$ cat config.mk
export PLATFORM = sky130hd
export DESIGN_NAME = tt_proj_mux_ctrl
export DESIGN_NICKNAME = d
export VERILOG_FILES = /design/src/rtl/tt_mux_pkg.sv /design/src/rtl/tt_rst_hold_cnt.sv /design/src/rtl/tt_proj_mux_ctrl.sv
export SDC_FILE = /design/constraint.sdc
export NUM_CORES = 1
export LEC_CHECK = 0
export BUFFER_PORTS_ARGS = -buffer_cell sky130_fd_sc_hd__buf_2
export CAP_MARGIN = 20
export CORE_MARGIN = 2
export CORE_UTILIZATION = 40
export DETAILED_ROUTE_END_ITERATION = 8
export GPL_TIMING_DRIVEN = 0
export PLACE_DENSITY = 0.8
export SETUP_SLACK_MARGIN = 0.15
export SYNTH_ARGS = -nofsm -noshare
export SYNTH_HDL_FRONTEND = slang
export SYNTH_HIERARCHICAL = 1
export SYNTH_SLANG_ARGS = --single-unit
export TNS_END_PERCENT = 20
$ cat constraint.sdc
create_clock -name clk -period 2.1 [get_ports clk]
set_input_delay 0.105 -clock clk [delete_from_list [all_inputs] [get_ports clk]]
set_output_delay 0.105 -clock clk [all_outputs]
set_load 0.005 [all_outputs]
$ cat src/rtl/tt_mux_pkg.sv
// Shared definitions for the multi-project slot mux controller: FSM state
// encoding, packed pin-bus field offsets and sequencing constants.
package tt_mux_pkg;

    typedef enum logic [1:0] {
        ST_IDLE       = 2'd0,
        ST_SWITCH_OFF = 2'd1,
        ST_HOLD       = 2'd2,
        ST_ACTIVE     = 2'd3
    } state_t;

    // Input bus packing: {uio_in, ui_in, rst_n, clk}
    localparam int IW_CLK     = 0;
    localparam int IW_RSTN    = 1;
    localparam int IW_UI_LSB  = 2;
    localparam int IW_UI_MSB  = 9;
    localparam int IW_UIO_LSB = 10;
    localparam int IW_UIO_MSB = 17;

    // Output bus packing: {uio_oe, uio_out, uo_out}
    localparam int OW_UO_LSB  = 0;
    localparam int OW_UO_MSB  = 7;
    localparam int OW_UIO_LSB = 8;
    localparam int OW_UIO_MSB = 15;
    localparam int OW_OE_LSB  = 16;
    localparam int OW_OE_MSB  = 23;

    // Cycles spent with every slot disconnected before the new one is touched
    localparam int SWITCH_OFF_CYC = 2;

endpackage

$ cat src/rtl/tt_rst_hold_cnt.sv
// Down-counter that times how long the newly selected project is held in
// user reset. Loading sets it to RST_HOLD-1 so that done rises on the last
// hold cycle; it stops at zero and never wraps.
module tt_rst_hold_cnt #(
    parameter int RST_HOLD = 8
) (
    input  logic clk,
    input  logic rst_n,
    input  logic load,
    input  logic dec,
    output logic done
);

    localparam int CNT_W = $clog2(RST_HOLD + 1);

    logic [CNT_W-1:0] cnt;

    // Load on entry to HOLD, then count down to zero
    always_ff @(posedge clk or negedge rst_n) begin
        if (!rst_n) begin
            cnt <= '0;
        end else if (load) begin
            cnt <= CNT_W'(RST_HOLD - 1);
        end else if (dec && (cnt != '0)) begin
            cnt <= cnt - 1'b1;
        end
    end

    assign done = (cnt == '0);

endmodule

$ cat src/rtl/tt_proj_mux_ctrl.sv
// Multi-project slot mux controller. Routes one shared packed pin bus to one
// of N_PROJ project slots and sequences every selection change as
// disconnect -> hold new project in user reset -> go live.
// Optional build macro TT_MUX_SWITCH_CNT_EN adds an 8-bit saturating count of
// accepted selection requests on port switch_cnt.
module tt_proj_mux_ctrl
    import tt_mux_pkg::*;
#(
    parameter int N_PROJ   = 4,
    parameter int IW_W     = 18,
    parameter int OW_W     = 24,
    parameter int RST_HOLD = 8,
    parameter int SEL_W    = $clog2(N_PROJ) + 1
) (
    input  logic                     clk,
    input  logic                     rst_n,
    input  logic [SEL_W-1:0]         sel_in,
    input  logic                     sel_valid,
    output logic                     sel_ready,
    input  logic [IW_W-1:0]          iw_in,
    output logic [N_PROJ*IW_W-1:0]   iw_out,
    output logic [N_PROJ-1:0]        ena_out,
    input  logic [N_PROJ*OW_W-1:0]   ow_in,
    output logic [OW_W-1:0]          ow_out,
    output logic                     busy
`ifdef TT_MUX_SWITCH_CNT_EN
    ,
    output logic [7:0]               switch_cnt
`endif
);

    localparam int SW_W = $clog2(SWITCH_OFF_CYC);
    localparam logic [SEL_W-1:0] SEL_NONE = SEL_W'(N_PROJ);

    state_t           state;
    logic [SEL_W-1:0] nxt_sel;
    logic [SEL_W-1:0] cur_sel;
    logic [SW_W-1:0]  sw_cnt;
    logic             accept;
    logic             sw_last;
    logic             nxt_valid;
    logic             hold_load;
    logic             hold_done;
    logic [IW_W-1:0]  iw_hold;
    logic [OW_W-1:0]  ow_sel;

    assign sel_ready = (state == ST_IDLE) || (state == ST_ACTIVE);
    assign busy      = (state == ST_SWITCH_OFF) || (state == ST_HOLD);
    assign accept    = sel_valid && sel_ready;
    assign sw_last   = (sw_cnt == SW_W'(SWITCH_OFF_CYC - 1));
    assign nxt_valid = (nxt_sel < SEL_NONE);
    assign hold_load = (state == ST_SWITCH_OFF) && sw_last && nxt_valid;

    tt_rst_hold_cnt #(
        .RST_HOLD (RST_HOLD)
    ) u_hold_cnt (
        .clk   (clk),
        .rst_n (rst_n),
        .load  (hold_load),
        .dec   (state == ST_HOLD),
        .done  (hold_done)
    );

    // Selection sequencer: accept, disconnect, hold in reset, go live
    always_ff @(posedge clk or negedge rst_n) begin
        if (!rst_n) begin
            state   <= ST_IDLE;
            nxt_sel <= SEL_NONE;
            cur_sel <= SEL_NONE;
            sw_cnt  <= '0;
        end else begin
            case (state)
                ST_IDLE, ST_ACTIVE: begin
                    if (accept) begin
                        nxt_sel <= sel_in;
                        sw_cnt  <= '0;
                        state   <= ST_SWITCH_OFF;
                    end
                end
                ST_SWITCH_OFF: begin
                    if (sw_last) begin
                        if (nxt_valid) begin
                            state <= ST_HOLD;
                        end else begin
                            cur_sel <= nxt_sel;
                            state   <= ST_IDLE;
                        end
                    end else begin
                        sw_cnt <= sw_cnt + 1'b1;
                    end
                end
                ST_HOLD: begin
                    if (hold_done) begin
                        cur_sel <= nxt_sel;
                        state   <= ST_ACTIVE;
                    end
                end
                default: state <= ST_IDLE;
            endcase
        end
    end

    // Pin bus as seen by a project in HOLD: user rst_n forced low
    always_comb begin
        iw_hold          = iw_in;
        iw_hold[IW_RSTN] = 1'b0;
    end

    // Per-slot enable and input routing; unselected slots stay at zero
    always_comb begin
        ena_out = '0;
        iw_out  = '0;
        for (int k = 0; k < N_PROJ; k++) begin
            if ((state == ST_HOLD) && (nxt_sel == SEL_W'(k))) begin
                ena_out[k]                = 1'b1;
                iw_out[k*IW_W +: IW_W]    = iw_hold;
            end else if ((state == ST_ACTIVE) && (cur_sel == SEL_W'(k))) begin
                ena_out[k]                = 1'b1;
                iw_out[k*IW_W +: IW_W]    = iw_in;
            end
        end
    end

    // Select the live project's output bus
    always_comb begin
        ow_sel = '0;
        for (int k = 0; k < N_PROJ; k++) begin
            if (cur_sel == SEL_W'(k)) begin
                ow_sel = ow_in[k*OW_W +: OW_W];
            end
        end
    end

    // Registered pin output; quiet whenever no project is live
    always_ff @(posedge clk or negedge rst_n) begin
        if (!rst_n) begin
            ow_out <= '0;
        end else begin
            ow_out <= (state == ST_ACTIVE) ? ow_sel : '0;
        end
    end

`ifdef TT_MUX_SWITCH_CNT_EN
    // Saturating count of accepted selection requests
    always_ff @(posedge clk or negedge rst_n) begin
        if (!rst_n) begin
            switch_cnt <= '0;
        end else if (accept && (switch_cnt != 8'hFF)) begin
            switch_cnt <= switch_cnt + 8'd1;
        end
    end
`endif

endmodule

# ---- After elaboration in Yosys (flattened, before gate mapping)
# Cells that the tools add are included.
dict set report totals {
  register_bits 37
  inputBits 120
  output_inout_bits 102
  wordCells 84
}
dict set report classes {
  n_addsub 2
  n_lt_le_gt_ge 1
  eq_ne 13
  n_mux 35
  reduce_logical 27
}
# op n
set op_table {}
lappend op_table {{$mux 18} 8}
lappend op_table {{$mux 24} 5}
lappend op_table {{$eq 3x2->1 const B} 4}
lappend op_table {{$logic_and 1x1->1} 12}
lappend op_table {{$mux 1} 10}
lappend op_table {{$mux 3} 3}
lappend op_table {{$mux 2} 4}
lappend op_table {{$mux 4} 2}
lappend op_table {{$ne 2x2->1 const B} 4}
lappend op_table {{$eq 3x1->1 const B} 2}
lappend op_table {{$logic_not 3->1} 2}
lappend op_table {{$pmux 2 s3} 1}
lappend op_table {{$pmux 3 s2} 1}
lappend op_table {{$reduce_bool 2->1} 3}
lappend op_table {{$eq 2x2->1 const B} 2}
lappend op_table {{$logic_not 4->1} 1}
lappend op_table {{$reduce_and 2->1} 2}
lappend op_table {{$reduce_and 4->1} 1}
lappend op_table {{$reduce_bool 4->1} 1}
lappend op_table {{$sub 4x1->4 const B} 1}
lappend op_table {{$lt 3x3->1 const B} 1}
lappend op_table {{$reduce_and 3->1} 1}
lappend op_table {{$eq 2x1->1 const B} 1}
lappend op_table {{$logic_not 2->1} 1}
lappend op_table {{4 further kinds} 5}

# ---- Logic depth before layout (Yosys ltp)
# Gate-level depths: netlist of run 1.
dict set report depth {
  ltp_word 6
  mapped_depth 6
  mapped_depth_nobuf 6
}

# ---- By module
# The synthesis of run 1 kept the hierarchy.
# module n_inst cells_per_inst area_per_inst_um2 seq_area_each_um2
set by_module_without_submodules {}
lappend by_module_without_submodules {tt_proj_mux_ctrl 1 265 2529.9 828.3}
lappend by_module_without_submodules {tt_rst_hold_cnt 1 21 232.7 100.1}

# ---- Worst setup path before layout of run 1
# Ideal clock, no wire load.
dict set report synth_path {
  path_type {flip-flop to flip-flop}
  startpoint {reg u_hold_cnt.cnt[0]}
  endpoint {reg cur_sel[0]}
  setup_time_ns 0.125
  arrival_time_ns 1.535
  required_ns 1.975
  slack_ns 0.440
  path_stages_with_launch 7
  path_buffers 0
  period_less_slack_ns 1.660
  path_cell_list {dfrtp_1 > inv_1 > ha_1 > nor3b_2 > nor2b_1 > a211oi_2 > mux2_2}
}
dict set report synth_via {
  elab_chain_len 3
}
# item line_no
set synth_lines {}
lappend synth_lines {{start, declared} tt_rst_hold_cnt.sv:16} ;# logic [CNT_W-1:0] cnt;
lappend synth_lines {{start signal, assigned} tt_rst_hold_cnt.sv:23} ;# cnt <= CNT_W'(RST_HOLD - 1);
lappend synth_lines {{start signal, assigned} tt_rst_hold_cnt.sv:25} ;# cnt <= cnt - 1'b1;
lappend synth_lines {{$logic_not 4->1} tt_rst_hold_cnt.sv:29} ;# assign done = (cnt == '0);
lappend synth_lines {{named net hold_done} tt_proj_mux_ctrl.sv:43} ;# logic hold_done;
lappend synth_lines {{$ne 2x2->1 (no source line)} --}
lappend synth_lines {{$reduce_and 4->1 (no source line)} --}
lappend synth_lines {{end signal, assigned} tt_proj_mux_ctrl.sv:85} ;# cur_sel <= nxt_sel;
lappend synth_lines {{end signal, assigned} tt_proj_mux_ctrl.sv:94} ;# cur_sel <= nxt_sel;
lappend synth_lines {{end, declared} tt_proj_mux_ctrl.sv:37} ;# logic [SEL_W-1:0] cur_sel;
# The timed path passes the listed nets, and every way through them passes these cells.
# A chain may end at the register's enable or synchronous reset.

# ---- Final worst setup path of run 1
dict set report layout_path {
  startpoint {reg state[0]}
  endpoint {out iw_out[52]}
}
dict set report layout_via {
  elab_chain_len 4
  elab_cells_between_ends 6
  cone_classes {eq/ne: 2; mux: 2; reduce/logical: 2}
}
# item line_no
set layout_lines {}
lappend layout_lines {{start, declared} tt_proj_mux_ctrl.sv:35} ;# state_t state;
lappend layout_lines {{start signal, assigned} tt_proj_mux_ctrl.sv:67} ;# state <= ST_IDLE;
lappend layout_lines {{start signal, assigned} tt_proj_mux_ctrl.sv:77} ;# state <= ST_SWITCH_OFF;
lappend layout_lines {{start signal, assigned} tt_proj_mux_ctrl.sv:83} ;# state <= ST_HOLD;
lappend layout_lines {{$eq 2x2->1} tt_proj_mux_ctrl.sv:117} ;# end else if ((state == ST_ACTIVE) && (cur_sel == SEL_W'(k))) begin
lappend layout_lines {{$logic_and 1x1->1} tt_proj_mux_ctrl.sv:117}
lappend layout_lines {{$mux 18} tt_proj_mux_ctrl.sv:117}
lappend layout_lines {{$mux 18 *} tt_proj_mux_ctrl.sv:114} ;# if ((state == ST_HOLD) && (nxt_sel == SEL_W'(k))) begin
lappend layout_lines {{end, declared} tt_proj_mux_ctrl.sv:21} ;# output logic [N_PROJ*IW_W-1:0] iw_out,
# Mark *: on every way between the ends. The rest lies on a longest branch, timed or not.

==> impl_metrics.prom, run 1 <==
# TYPE chip_impl_metric gauge
chip_impl_info{name="outcome",value="finished clean"} 1
chip_impl_metric{name="crit_arrival",unit="ns"} 1.80
chip_impl_info{name="mostFrequentLayoutCells",value="buf_2 (223), nor2b_1 (53), dfrtp_1 (35), mux2_2 (30), mux2i_1 (27)"} 1
chip_impl_info{name="synthDominantAreaCellType",value="dfrtp_1"} 1
chip_impl_metric{name="syn_area",unit="sq um"} 2760
chip_impl_info{name="critical_path.slowest_cell",value="dfrtp_1"} 1
chip_impl_metric{name="floorplan.io_pins",unit=""} 222
chip_impl_metric{name="syn-mean-instance-area",unit="sq um"} 9.66
chip_impl_metric{name="worst_slew_pin_slew",unit="ns"} 0.825
chip_impl_metric{name="fp.coreArea",unit="sq um"} 6760
chip_impl_metric{name="finalPower",unit="W"} 0.00355
chip_impl_metric{name="synth_enable_flop_cells",unit=""} 0
chip_impl_metric{name="insertedDiodeCount",unit=""} 0
chip_impl_metric{name="seq_area_frac_synth",unit="%"} 33.6
chip_impl_metric{name="power_frac_seq",unit="%"} 29.3
chip_impl_metric{name="port-buffer-count",unit=""} 221
chip_impl_metric{name="finalSetupViolations",unit=""} 0
chip_impl_metric{name="fin_ws",unit="ns"} 0.196
chip_impl_metric{name="number_of_global_route_vias_before_repair",unit=""} 2784
chip_impl_info{name="crit_path_cell_trace",value="inv_2, ha_4, and4bb_2, a31oi_4, buf_6, nor2b_1, buf_2"} 1
chip_impl_info{name="final_common_cell",value="buf_2"} 1
chip_impl_metric{name="max_clock_freq",unit="MHz"} 525
chip_impl_metric{name="ys_async_sr_fraction",unit="%"} 100
chip_impl_info{name="clock-root-buffer",value="clkbuf_8"} 1
chip_impl_metric{name="number_of_antenna_violations_at_the_first_check_in_global_routing",unit=""} 0
chip_impl_metric{name="comb_power_share",unit="%"} 55.6
chip_impl_metric{name="required",unit="ns"} 2.00
chip_impl_metric{name="track_usage",unit="%"} 22.6
chip_impl_metric{name="die_width",unit="um"} 87.1
chip_impl_metric{name="detail_route.wl_per_cell",unit="um"} 15.0
chip_impl_metric{name="place_congestion",unit=""} 0.832
chip_impl_info{name="timing_worst_setup_path_type",value="reg2out"} 1
chip_impl_metric{name="power.leakage",unit="nW"} 2.35
chip_impl_metric{name="p_per_area",unit="nW/um^2"} 846
chip_impl_metric{name="drcViolationCount",unit=""} 0
chip_impl_metric{name="finalWirelength",unit="um"} 9080
chip_impl_metric{name="ant_nets",unit=""} 0
chip_impl_metric{name="delay_of_the_slowest_critical_path_stage",unit="ns"} 0.42
chip_impl_metric{name="grt_overflow",unit=""} 0
chip_impl_metric{name="cts.clk_slew.worst_paths",unit="ns"} 0.07
chip_impl_metric{name="dpl_ws",unit="ns"} 0.0887
chip_impl_metric{name="drive_above_1_share",unit="%"} 56.8
chip_impl_metric{name="crit_share_post_route",unit="%"} 90.7
chip_impl_metric{name="chipHeight",unit="um"} 87.1
chip_impl_metric{name="finalCriticalPeriod",unit="ns"} 1.90
chip_impl_metric{name="maximum_capacitance_violations",unit=""} 0
chip_impl_metric{name="die_area",unit="sq um"} 7590
chip_impl_metric{name="floorplan.initialDensity",unit="%"} 40.9
chip_impl_metric{name="clock_tree.buffer_depth",unit=""} 2
chip_impl_metric{name="vias",unit=""} 3006
chip_impl_metric{name="tritoncts.num_buffers",unit=""} 5
chip_impl_metric{name="fin_worst_skew",unit="ns"} 0.00497
chip_impl_metric{name="cts_sink_count",unit=""} 37
chip_impl_metric{name="synth_cell_types",unit=""} 38
chip_impl_metric{name="net_switching_fraction_of_the_power",unit="%"} 40.2
chip_impl_metric{name="grt_start_max_net_pins",unit=""} 38
chip_impl_info{name="postSynth.topFlopCell",value="dfrtp_1"} 1
chip_impl_metric{name="slew_violations",unit=""} 0
chip_impl_metric{name="htree_levels",unit=""} 2
chip_impl_metric{name="drt-vias-per-instance",unit=""} 4.96
chip_impl_metric{name="area_growth_syn_to_layout",unit="%"} 52.1
chip_impl_metric{name="fin_util",unit="%"} 62.2
chip_impl_metric{name="final-hold-violation-count",unit=""} 0
chip_impl_info{name="leading_cell_types_by_total_area_after_synthesis",value="dfrtp_1 (32%), mux2_2 (12%), nor2b_1 (12%), mux2i_1 (9.8%), a21oi_1 (4.3%)"} 1
chip_impl_metric{name="grt_first_pass_wirelength",unit="um"} 13300
chip_impl_metric{name="number_of_nets_in_the_layout",unit=""} 650
chip_impl_metric{name="synth_cells",unit=""} 286
chip_impl_metric{name="postSynthRegisterBits",unit=""} 37
chip_impl_metric{name="final.setup.tns",unit="ns"} 0
chip_impl_info{name="worstSetupStartpointType",value="flop"} 1
chip_impl_metric{name="worstSkewPairLatency",unit="ns"} 0.28
chip_impl_metric{name="post-synth-top-area-fraction",unit="%"} 31.7
chip_impl_metric{name="initialDrtViolationCount",unit=""} 55
chip_impl_metric{name="power.share.clock",unit="%"} 15.1
chip_impl_metric{name="timing.critical_path.fanout_max",unit=""} 10
chip_impl_info{name="worstHoldPathType",value="in2reg"} 1
chip_impl_metric{name="worst_slew_slack_as_a_fraction_of_its_limit",unit="%"} 45.0
chip_impl_metric{name="synth.yosys.warnings",unit=""} 6
chip_impl_info{name="clock_tree_from_tritoncts",value="yes"} 1
chip_impl_metric{name="dp_hpwl",unit="um"} 7340
chip_impl_info{name="critical_path.endpoint_type",value="output port"} 1
chip_impl_metric{name="power.internal",unit="W"} 0.00212
chip_impl_metric{name="switchingPower",unit="W"} 0.00143
chip_impl_info{name="grt_setup_unrepaired",value="true"} 1
chip_impl_metric{name="std_cell_rows",unit=""} 30
chip_impl_metric{name="first_pass_iters",unit=""} 4
chip_impl_metric{name="syn_nets",unit=""} 411
chip_impl_metric{name="irDropWorstVdd",unit="mV"} 0.667
power by group through the flow:
| stage | combinational, W | clock, W | sequential (W) |
|---|---|---|---|
| 3_5_place_dp | 0.00188 | 0 | 0.00104 |
| 4_1_cts | 0.00194 | 0.000551 | 0.00104 |
| 5_1_grt | 0.00215 | 0.000583 | 0.00106 |
| 6_report | 0.00198 | 0.000536 | 0.00104 |
| 3_3_place_gp | 0.00183 | 0 | 0.00103 |
| 2_1_floorplan | 0.00130 | 0 | 0.00101 |
what timing repair did:
action	CTS	global route
setup endpoints to repair	68	71
hold endpoints to repair	35	0
pin swaps	3	0
buffers inserted	6	4
hold buffers	1	0
gates resized for setup	6	5
worst paths after layout:
kind | startpoint | end | slack (ns) | cells after the start
setup / recovery | state[0] | iw_out[52] | 0.20 | 7
hold / removal | sel_in[0] | nxt_sel[0] | 0.06 | 2
setup reg to reg | u_hold_cnt/cnt[0] | cur_sel[1] | 0.24 | 6
hold reg to reg | u_hold_cnt/cnt[1] | u_hold_cnt/cnt[1] | 0.54 | 1
max in group asynchronous | rst_n | ow_out[0] | 1.08 | 2
min in group asynchronous | rst_n | ow_out[7] | 0.50 | 2
metal layers:
layer	share of wire (%)	track usage, %
met4	2.2	8.39
met3	6.9	4.17
met1	37	24.6
met2	54	43.1
met5	0	0
synth_stat cells, drive strengths merged, types with 4 or more instances:
cell type / number
buf: 11
mux2: 30
nor2b: 53
ha: 5
mux2i: 27
a21oi: 24
nand2: 5
inv: 14
o21ai: 25
nor4: 4
nor3b: 4
clkbuf: 6
and2: 17
dfrtp: 35
cells by family after synthesis:
kind of cell             synth area share (%)
AO/OA/AOI/OAI                            14.0
adder cells (fa/ha/maj)                  2.26
buffers and inverters                    5.39
flip-flops                               33.6
multiplexers                             22.0
AND/OR/NAND/NOR                          22.7
per-stage QoR:
step                hold WS (ns)  area, sq um  instances
floorplan                 -0.191         2760        286
global placement           0.223         3970        587
detailed placement         0.245         3970        587
CTS                       0.0446         4150        602
global route              0.0540         4200        606
finish                    0.0595         4200        606
worst max-delay path: cells and delay by family, from the launching register on:
kind / cells / cell delay [ns]
and+or+nand+nor: 2 / 0.32
DFF: 1 / 0.42
buffers and inverters: 3 / 0.38
adders and majority gates: 1 / 0.17
AOI/OAI and AO/OA: 1 / 0.23
cell type report:
| cell class | instances | area (sq um) |
|---|---|---|
| plain buffers | 17 | 111 |
| flip-flops and latches | 37 | 928 |
| clock inverters | 1 | 5.00 |
| repair buffers | 232 | 1190 |
| multi-input cells | 218 | 1720 |
| clock buffers | 7 | 96.3 |
| inverters | 14 | 52.6 |
| well taps | 80 | 100 |
| fillers | 605 | 2550 |
state kept, by name (all words and copies together) (netlist names):
| name | count |
|---|---|
| state | 2 |
| ow_out | 24 |
| nxt_sel | 3 |
| cur_sel | 3 |
| u_hold_cnt/cnt | 4 |
| sw_cnt | 1 |
(Power assumes the default switching activity.)
==> run 2, diff against run 1 <==
--- a/config.mk
+++ b/config.mk
@@ -5,13 +5,15 @@
 export SDC_FILE = /design/constraint.sdc
 export NUM_CORES = 1
 export LEC_CHECK = 0
+export ABC_AREA = 1
 export BUFFER_PORTS_ARGS = -buffer_cell sky130_fd_sc_hd__buf_2
 export CAP_MARGIN = 20
 export CORE_MARGIN = 2
-export CORE_UTILIZATION = 40
+export CORE_UTILIZATION = 43
 export DETAILED_ROUTE_END_ITERATION = 8
 export GPL_TIMING_DRIVEN = 0
-export PLACE_DENSITY = 0.8
+export HOLD_SLACK_MARGIN = 0.05
+export PLACE_DENSITY = 0.81
 export SETUP_SLACK_MARGIN = 0.15
 export SYNTH_ARGS = -nofsm -noshare
 export SYNTH_HDL_FRONTEND = slang
==> impl_metrics.prom, run 2 <==
# TYPE chip_impl_metric gauge
chip_impl_metric{name="detail_route.wl_per_cell",unit="um"} 12.7
chip_impl_metric{name="tritoncts.num_buffers",unit=""} 5
chip_impl_metric{name="die_width",unit="um"} 90.8
chip_impl_metric{name="synth_simple_gate_area_share",unit="%"} 41.1
chip_impl_metric{name="htree_levels",unit=""} 2
chip_impl_metric{name="synth.yosys.warnings",unit=""} 6
chip_impl_metric{name="fin_ws",unit="ns"} 0.197
chip_impl_metric{name="final.setup.tns",unit="ns"} 0
chip_impl_metric{name="syn_nets",unit=""} 646
chip_impl_metric{name="ys_async_sr_fraction",unit="%"} 100
chip_impl_metric{name="finalNonFillerCells",unit=""} 860
chip_impl_metric{name="clock_tree.buffer_depth",unit=""} 2
chip_impl_metric{name="port-buffer-count",unit=""} 221
chip_impl_metric{name="std_cell_rows",unit=""} 31
chip_impl_metric{name="seq_area_frac_synth",unit="%"} 28.6
chip_impl_info{name="clock-root-buffer",value="clkbuf_8"} 1
chip_impl_metric{name="fin_hold_ws",unit="ns"} 0.133
chip_impl_metric{name="finalWirelength",unit="um"} 11000
chip_impl_metric{name="grt_overflow",unit=""} 0
chip_impl_metric{name="synth_cell_types",unit=""} 29
chip_impl_info{name="outcome",value="finished clean"} 1
chip_impl_info{name="clock_tree_from_tritoncts",value="yes"} 1
chip_impl_metric{name="crit_share_post_route",unit="%"} 90.6
chip_impl_metric{name="max_clock_freq",unit="MHz"} 525
chip_impl_info{name="postSynth.topFlopCell",value="dfrtp_1"} 1
chip_impl_metric{name="fin_worst_skew",unit="ns"} 0.0174
chip_impl_metric{name="dp_hpwl",unit="um"} 8370
chip_impl_metric{name="syn-mean-instance-area",unit="sq um"} 6.22
chip_impl_metric{name="post-synth-top-area-fraction",unit="%"} 27.0
chip_impl_metric{name="drt-vias-per-instance",unit=""} 4.75
chip_impl_info{name="critical_path.endpoint_type",value="output port"} 1
chip_impl_metric{name="grt_first_pass_wirelength",unit="um"} 17700
chip_impl_metric{name="min_delay_path_depth",unit=""} 5
chip_impl_info{name="top_register",value="ow_out"} 1
chip_impl_metric{name="cts.clk_slew.worst_paths",unit="ns"} 0.08
chip_impl_metric{name="syn_area",unit="sq um"} 3240
chip_impl_info{name="main_combinational_cell_family_by_area_after_synthesis",value="simple AND/OR/NAND/NOR gates"} 1
chip_impl_metric{name="ant_nets",unit=""} 0
chip_impl_metric{name="floorplan.initialDensity",unit="%"} 44.5
chip_impl_info{name="leading_cell_types_by_total_area_after_synthesis",value="dfrtp_1 (27%), nand3_1 (13%), inv_1 (12%), nand2_1 (10%), nor2_1 (9.8%)"} 1
chip_impl_metric{name="required",unit="ns"} 2.00
chip_impl_info{name="largest_registers",value="ow_out (24), u_hold_cnt/cnt (4)"} 1
chip_impl_metric{name="rr_worst_depth",unit=""} 6
chip_impl_metric{name="largest_register_ff_count",unit=""} 24
chip_impl_metric{name="number_of_antenna_violations_at_the_first_check_in_global_routing",unit=""} 0
chip_impl_metric{name="finalCriticalPeriod",unit="ns"} 1.90
chip_impl_info{name="worstHoldPathType",value="in2reg"} 1
chip_impl_metric{name="synth_enable_flop_cells",unit=""} 0
chip_impl_metric{name="grt_start_max_net_pins",unit=""} 38
chip_impl_metric{name="crit_arrival",unit="ns"} 1.80
chip_impl_metric{name="drive_above_1_share",unit="%"} 40.1
chip_impl_metric{name="irDropWorstVdd",unit="mV"} 0.450
chip_impl_metric{name="area_growth_syn_to_layout",unit="%"} 46.4
chip_impl_metric{name="initialDrtViolationCount",unit=""} 182
chip_impl_metric{name="floorplan.io_pins",unit=""} 222
chip_impl_metric{name="worst_slew_pin_slew",unit="ns"} 0.856
chip_impl_metric{name="track_usage",unit="%"} 26.2
chip_impl_info{name="worstSetupStartpointType",value="flop"} 1
chip_impl_metric{name="number_of_global_route_vias_before_repair",unit=""} 3897
chip_impl_metric{name="number_of_nets_in_the_layout",unit=""} 885
chip_impl_info{name="final_common_cell",value="buf_2"} 1
chip_impl_info{name="timing_worst_setup_path_type",value="reg2out"} 1
chip_impl_metric{name="postSynthRegisterBits",unit=""} 37
chip_impl_metric{name="synth-compound-area-share",unit="%"} 9.88
chip_impl_metric{name="power.leakage",unit="nW"} 3.03
chip_impl_metric{name="worst_slew_slack_as_a_fraction_of_its_limit",unit="%"} 42.9
chip_impl_metric{name="place_congestion",unit=""} 0.870
chip_impl_metric{name="vias",unit=""} 4089
chip_impl_metric{name="synth_adder_area_share",unit="%"} 1.93
chip_impl_metric{name="synth_cells",unit=""} 521
chip_impl_metric{name="p_per_area",unit="nW/um^2"} 896
chip_impl_info{name="mostFrequentLayoutCells",value="buf_2 (229), inv_1 (105), nand2_1 (86), nor2_1 (85), nand3_1 (82)"} 1
chip_impl_metric{name="delay_of_the_slowest_critical_path_stage",unit="ns"} 0.41
chip_impl_metric{name="worstSkewPairLatency",unit="ns"} 0.30
chip_impl_info{name="synth_most_common_cell",value="inv_1"} 1
chip_impl_info{name="grt_setup_unrepaired",value="true"} 1
chip_impl_metric{name="synthXorXnorAreaFrac",unit="%"} 0.270
chip_impl_metric{name="finalSetupViolations",unit=""} 0
chip_impl_metric{name="dpl_ws",unit="ns"} 0.188
chip_impl_metric{name="dpl.cell_count",unit=""} 841
chip_impl_info{name="critical_path.slowest_cell",value="dfrtp_1"} 1
chip_impl_metric{name="die_area",unit="sq um"} 8250
chip_impl_metric{name="final-hold-violation-count",unit=""} 0
chip_impl_metric{name="insertedDiodeCount",unit=""} 0
chip_impl_metric{name="maximum_capacitance_violations",unit=""} 0
chip_impl_metric{name="muxShareOfSynthArea",unit="%"} 0
chip_impl_metric{name="cts_sink_count",unit=""} 37
chip_impl_metric{name="fp.coreArea",unit="sq um"} 7290
chip_impl_metric{name="drcViolationCount",unit=""} 0
chip_impl_metric{name="first_pass_iters",unit=""} 5
chip_impl_info{name="synthDominantAreaCellType",value="dfrtp_1"} 1
chip_impl_info{name="synth_common_cells",value="inv_1 (106), nand2_1 (86), nor2_1 (85)"} 1
chip_impl_metric{name="chipHeight",unit="um"} 90.8
chip_impl_metric{name="reg2reg_setup_slack",unit="ns"} 0.48
chip_impl_metric{name="timing.critical_path.fanout_max",unit=""} 10
chip_impl_info{name="crit_path_cell_trace",value="buf_4, ha_4, buf_8, nand4_1, nand2_2, inv_4, buf_12, nor2_2, buf_2"} 1
chip_impl_metric{name="slew_violations",unit=""} 0
run 2: kinds of logic after synthesis:
group,Yosys count
AOI/OAI and AO/OA,58
xor gates and xnor gates,1
adders and majority gates,5
buffers and inverters,138
DFF,37
and+or+nand+nor,282
run 2: path summary, 6_finish.rpt:
kind | start | endpoint
worst max-delay path | state[1] | iw_out[69]
worst min-delay path | ow_in[81] | ow_out[9]
worst max register to register | state[0] | cur_sel[1]
worst min register to register | nxt_sel[2] | cur_sel[2]
max in group asynchronous | rst_n | cur_sel[1]
min in group asynchronous | rst_n | ow_out[7]
run 2: cell type report:
class	count	area [sq um]
fillers	680	2550
multi-input cells	346	1760
repair buffers	232	1200
flip-flops and latches	37	932
inverters	112	428
plain buffers	26	219
well taps	99	124
clock buffers	7	76.3
clock inverters	1	5.00
run 2: repair_timing:
item                                    CTS  global route
resized for setup                        15            12
cloned                                    1             0
buffers inserted                          2             4
endpoints found under the setup margin   46            56
pin swaps                                 0             2
hold buffers                              4             0
hold endpoints to repair                 38             0
run 2: power by group:
| part | switching, W | internal [W] | total, W |
|---|---|---|---|
| registers | 0.000186 | 0.000920 | 0.00111 |
| clock network | 0.000257 | 0.000233 | 0.000490 |
| logic | 0.00161 | 0.00104 | 0.00266 |
| total | 0.00205 | 0.00220 | 0.00425 |
run 2: metrics by stage:
| stage | utilization (%) | total power [W] | cell area (sq um) |
|---|---|---|---|
| after floorplan | - | 0.00284 | 3240 |
| after global placement | 61.3 | 0.00351 | 4470 |
| after detailed placement | 61.3 | 0.00359 | 4470 |
| after CTS | 64.2 | 0.00418 | 4680 |
| after global routing | 65.1 | 0.00467 | 4750 |
| final | 65.1 | 0.00425 | 4750 |
run 2: layer usage:
layer / track usage [%] / wire length [um]
met1: 30.9 / 4420
met5: 0 / 0
met4: 7.32 / 169
met2: 48.7 / 5580
met3: 4.17 / 787
run 2: worst max-delay path: cells and delay by family, from the launching register on:
| family | cells | cell delay (ns) |
|---|---|---|
| simple gates | 3 | 0.25 |
| fa+ha+maj | 1 | 0.17 |
| flops | 1 | 0.41 |
| buf+inv | 5 | 0.66 |
==> run 3, diff against run 2 <==
--- a/config.mk
+++ b/config.mk
@@ -9,14 +9,13 @@
 export BUFFER_PORTS_ARGS = -buffer_cell sky130_fd_sc_hd__buf_2
 export CAP_MARGIN = 20
 export CORE_MARGIN = 2
-export CORE_UTILIZATION = 43
+export CORE_UTILIZATION = 41
 export DETAILED_ROUTE_END_ITERATION = 8
 export GPL_TIMING_DRIVEN = 0
 export HOLD_SLACK_MARGIN = 0.05
-export PLACE_DENSITY = 0.81
+export PLACE_DENSITY = 0.8
 export SETUP_SLACK_MARGIN = 0.15
 export SYNTH_ARGS = -nofsm -noshare
 export SYNTH_HDL_FRONTEND = slang
-export SYNTH_HIERARCHICAL = 1
 export SYNTH_SLANG_ARGS = --single-unit
 export TNS_END_PERCENT = 20
==> impl_metrics.prom, run 3 <==
# TYPE chip_impl_metric gauge
chip_impl_metric{name="number_of_nets_in_the_layout",unit=""} 877
chip_impl_metric{name="layout.filler_cells",unit=""} 638
chip_impl_metric{name="number_of_antenna_violations_at_the_first_check_in_global_routing",unit=""} 0
chip_impl_metric{name="floorplan.initialDensity",unit="%"} 42.7
chip_impl_info{name="largest_registers",value="ow_out (24), u_hold_cnt.cnt (4)"} 1
chip_impl_metric{name="insertedDiodeCount",unit=""} 0
chip_impl_metric{name="die_width",unit="um"} 88.6
chip_impl_metric{name="synth.yosys.warnings",unit=""} 0
chip_impl_metric{name="worst_slew_pin_slew",unit="ns"} 0.872
chip_impl_metric{name="drive_above_1_share",unit="%"} 36.4
chip_impl_info{name="outcome",value="finished clean"} 1
chip_impl_metric{name="crit_arrival",unit="ns"} 1.77
chip_impl_info{name="timing_worst_setup_path_type",value="reg2out"} 1
chip_impl_metric{name="port-buffer-count",unit=""} 221
chip_impl_metric{name="final.setup.tns",unit="ns"} 0
chip_impl_metric{name="drcViolationCount",unit=""} 0
chip_impl_info{name="final_common_cell",value="buf_2"} 1
chip_impl_metric{name="irDropWorstVdd",unit="mV"} 0.558
chip_impl_metric{name="dp_hpwl",unit="um"} 8570
chip_impl_metric{name="place_congestion",unit=""} 0.865
chip_impl_metric{name="die_area",unit="sq um"} 7850
chip_impl_metric{name="ant_nets",unit=""} 0
chip_impl_metric{name="floorplan.io_pins",unit=""} 222
chip_impl_metric{name="first_pass_iters",unit=""} 5
chip_impl_info{name="grt_setup_unrepaired",value="true"} 1
chip_impl_metric{name="rr_worst_depth",unit=""} 8
chip_impl_metric{name="fin_ws",unit="ns"} 0.222
chip_impl_metric{name="postSynthRegisterBits",unit=""} 37
chip_impl_metric{name="tritoncts.num_buffers",unit=""} 5
chip_impl_info{name="timing.critical_path.from",value="state[0]"} 1
chip_impl_metric{name="fin_worst_skew",unit="ns"} 0.00846
chip_impl_metric{name="grt_start_max_net_pins",unit=""} 38
chip_impl_metric{name="slew_violations",unit=""} 0
chip_impl_info{name="leading_cell_types_by_total_area_after_synthesis",value="dfrtp_1 (30%), nor2_1 (19%), nand2_1 (14%), inv_1 (14%), nand3_1 (11%)"} 1
chip_impl_metric{name="chipHeight",unit="um"} 88.6
chip_impl_metric{name="delay_of_the_slowest_critical_path_stage",unit="ns"} 0.44
chip_impl_metric{name="synth_enable_flop_cells",unit=""} 0
chip_impl_metric{name="fin_util",unit="%"} 64.6
chip_impl_metric{name="required",unit="ns"} 2.00
chip_impl_metric{name="finalNonFillerCells",unit=""} 849
chip_impl_metric{name="post-synth-top-area-fraction",unit="%"} 29.9
chip_impl_metric{name="htree_levels",unit=""} 2
chip_impl_metric{name="area_growth_syn_to_layout",unit="%"} 51.2
chip_impl_info{name="worstSetupStartpointType",value="flop"} 1
chip_impl_metric{name="syn-mean-instance-area",unit="sq um"} 5.72
chip_impl_info{name="reg2reg_from",value="u_hold_cnt.cnt[0]"} 1
chip_impl_metric{name="reg2reg_setup_slack",unit="ns"} 0.46
chip_impl_metric{name="grt_first_pass_wirelength",unit="um"} 15500
chip_impl_metric{name="syn_nets",unit=""} 638
chip_impl_metric{name="dpl_ws",unit="ns"} 0.300
chip_impl_info{name="worstHoldPathType",value="in2reg"} 1
chip_impl_metric{name="number_of_global_route_vias_before_repair",unit=""} 3536
chip_impl_metric{name="track_usage",unit="%"} 25.5
chip_impl_info{name="postSynth.topFlopCell",value="dfrtp_1"} 1
chip_impl_metric{name="synth_cells",unit=""} 513
chip_impl_metric{name="cts.clk_slew.worst_paths",unit="ns"} 0.09
chip_impl_metric{name="grt_overflow",unit=""} 0
chip_impl_metric{name="finalWirelength",unit="um"} 10800
chip_impl_metric{name="syn_area",unit="sq um"} 2930
chip_impl_metric{name="finalSetupViolations",unit=""} 0
chip_impl_metric{name="largest_register_ff_count",unit=""} 24
chip_impl_metric{name="cts_sink_count",unit=""} 37
chip_impl_metric{name="worstSkewPairLatency",unit="ns"} 0.29
chip_impl_info{name="crit_path_cell_trace",value="inv_2, ha_4, nand4_1, nand2_1, inv_2, buf_4, nor2_1, buf_2"} 1
chip_impl_metric{name="detail_route.wl_per_cell",unit="um"} 12.7
chip_impl_info{name="endpoint",value="iw_out[29]"} 1
chip_impl_metric{name="timing.critical_path.fanout_max",unit=""} 10
chip_impl_metric{name="drt-vias-per-instance",unit=""} 4.59
chip_impl_metric{name="final-hold-violation-count",unit=""} 0
chip_impl_info{name="synth_most_common_cell",value="nor2_1"} 1
chip_impl_metric{name="maximum_capacitance_violations",unit=""} 0
chip_impl_info{name="crit-reg2reg-capture",value="cur_sel[0]"} 1
chip_impl_metric{name="finalCriticalPeriod",unit="ns"} 1.88
chip_impl_metric{name="synth_cell_types",unit=""} 21
chip_impl_metric{name="dpl.cell_count",unit=""} 830
chip_impl_info{name="synthDominantAreaCellType",value="dfrtp_1"} 1
chip_impl_info{name="path_common_cell",value="inv_2"} 1
chip_impl_info{name="synth_common_cells",value="nor2_1 (145), nand2_1 (110), inv_1 (109)"} 1
chip_impl_metric{name="initialDrtViolationCount",unit=""} 227
chip_impl_metric{name="dpl_cell_area",unit="sq um"} 4160
chip_impl_info{name="critical_path.endpoint_type",value="output port"} 1
chip_impl_info{name="mostFrequentLayoutCells",value="buf_2 (231), nor2_1 (144), inv_1 (108), nand2_1 (107), nand3_1 (61)"} 1
chip_impl_metric{name="std_cell_rows",unit=""} 30
chip_impl_metric{name="vias",unit=""} 3898
chip_impl_metric{name="seq_area_frac_synth",unit="%"} 31.7
chip_impl_info{name="critical_path.slowest_cell",value="dfrtp_2"} 1
chip_impl_metric{name="power.leakage",unit="nW"} 2.98
chip_impl_info{name="clock_tree_from_tritoncts",value="yes"} 1
chip_impl_info{name="top_register",value="ow_out"} 1
chip_impl_metric{name="p_per_area",unit="nW/um^2"} 910
chip_impl_metric{name="worst_slew_slack_as_a_fraction_of_its_limit",unit="%"} 41.9
chip_impl_metric{name="crit_share_post_route",unit="%"} 89.4
chip_impl_metric{name="ys_async_sr_fraction",unit="%"} 100
chip_impl_metric{name="clock_tree.buffer_depth",unit=""} 2
chip_impl_metric{name="post-route-cell-area",unit="sq um"} 4430
chip_impl_metric{name="fp.coreArea",unit="sq um"} 6870
chip_impl_info{name="clock-root-buffer",value="clkbuf_8"} 1
chip_impl_metric{name="max_clock_freq",unit="MHz"} 532
-- run 3: cell count changes in the layout (fill, tap and decap cells not counted), sizes merged, moves of 4 or more --
cell    change
nor2       +49
clkbuf      -4
nand2      +17
buf         -4
a21oi      -49
nand3      -24
-- run 3: critical path: cells and delay by family (launching register included) --
kind | cells | cell delay (ns)
buf+inv | 4 | 0.49
fa+ha+maj | 1 | 0.16
simple gates | 3 | 0.39
flops | 1 | 0.44
-- run 3: layout make-up --
class | instances | area (sq um) | area share, %
clock buffer | 5 | 68.8 | 1.55
sequential | 37 | 932 | 21.0
clock inverter | 3 | 46.3 | 1.04
multi-input combinational | 343 | 1520 | 34.3
inverter | 113 | 427 | 9.62
timing repair buffer | 232 | 1200 | 27.0
buffer | 20 | 119 | 2.68
tap | 96 | 120 | 2.71
-- run 3: cells by family after synthesis --
logic type      share of synthesized area, %
simple gates                            46.7
buf+inv                                 18.0
fa+ha+maj                               2.13
compound gates                          1.58
flops                                   31.7
-- run 3: power breakdown --
group	internal, W	switching, W	leakage, nW
Combinational	0.000895	0.00144	2.45
Sequential	0.000909	0.000152	0.480
Clock	0.000356	0.000281	0.0543
-- run 3: how the worst min path moves through the flow --
| stage | depth (start not counted) | to | slack [ns] | start |
|---|---|---|---|---|
| after floorplan | 0 | cur_sel[0] | -0.19 | rst_n |
| after global placement | 1 | ow_out[10] | 0.25 | rst_n |
| after detailed placement | 1 | ow_out[10] | 0.27 | rst_n |
| after CTS | 5 | ow_out[11] | 0.10 | ow_in[59] |
| after global routing | 5 | ow_out[13] | 0.13 | ow_in[61] |
| final | 5 | ow_out[11] | 0.11 | ow_in[59] |
-- run 3: through the flow --
stage / hold slack (ns) / total power [W]
after detailed placement: 0.269 / 0.00321
after global routing: 0.126 / 0.00440
after global placement: 0.252 / 0.00315
final: 0.109 / 0.00404
after CTS: 0.103 / 0.00389
after floorplan: -0.191 / 0.00247
-- run 3: layer usage --
layer,GRT usage [%],up-vias,routed length [um]
met4,10.2,0,349
met1,25.7,1699,4000
met3,5.32,28,777
met2,50.4,196,5690
li1,-,1975,-
met5,0,-,0
-- run 3: timing repair --
action | 4_1_cts | 5_1_grt
endpoints found under the setup margin | 31 | 48
resized for setup | 6 | 17
pin swaps | 1 | 3
hold buffers | 4 | 0
setup buffers | 2 | 5
hold endpoints to repair | 38 | 0
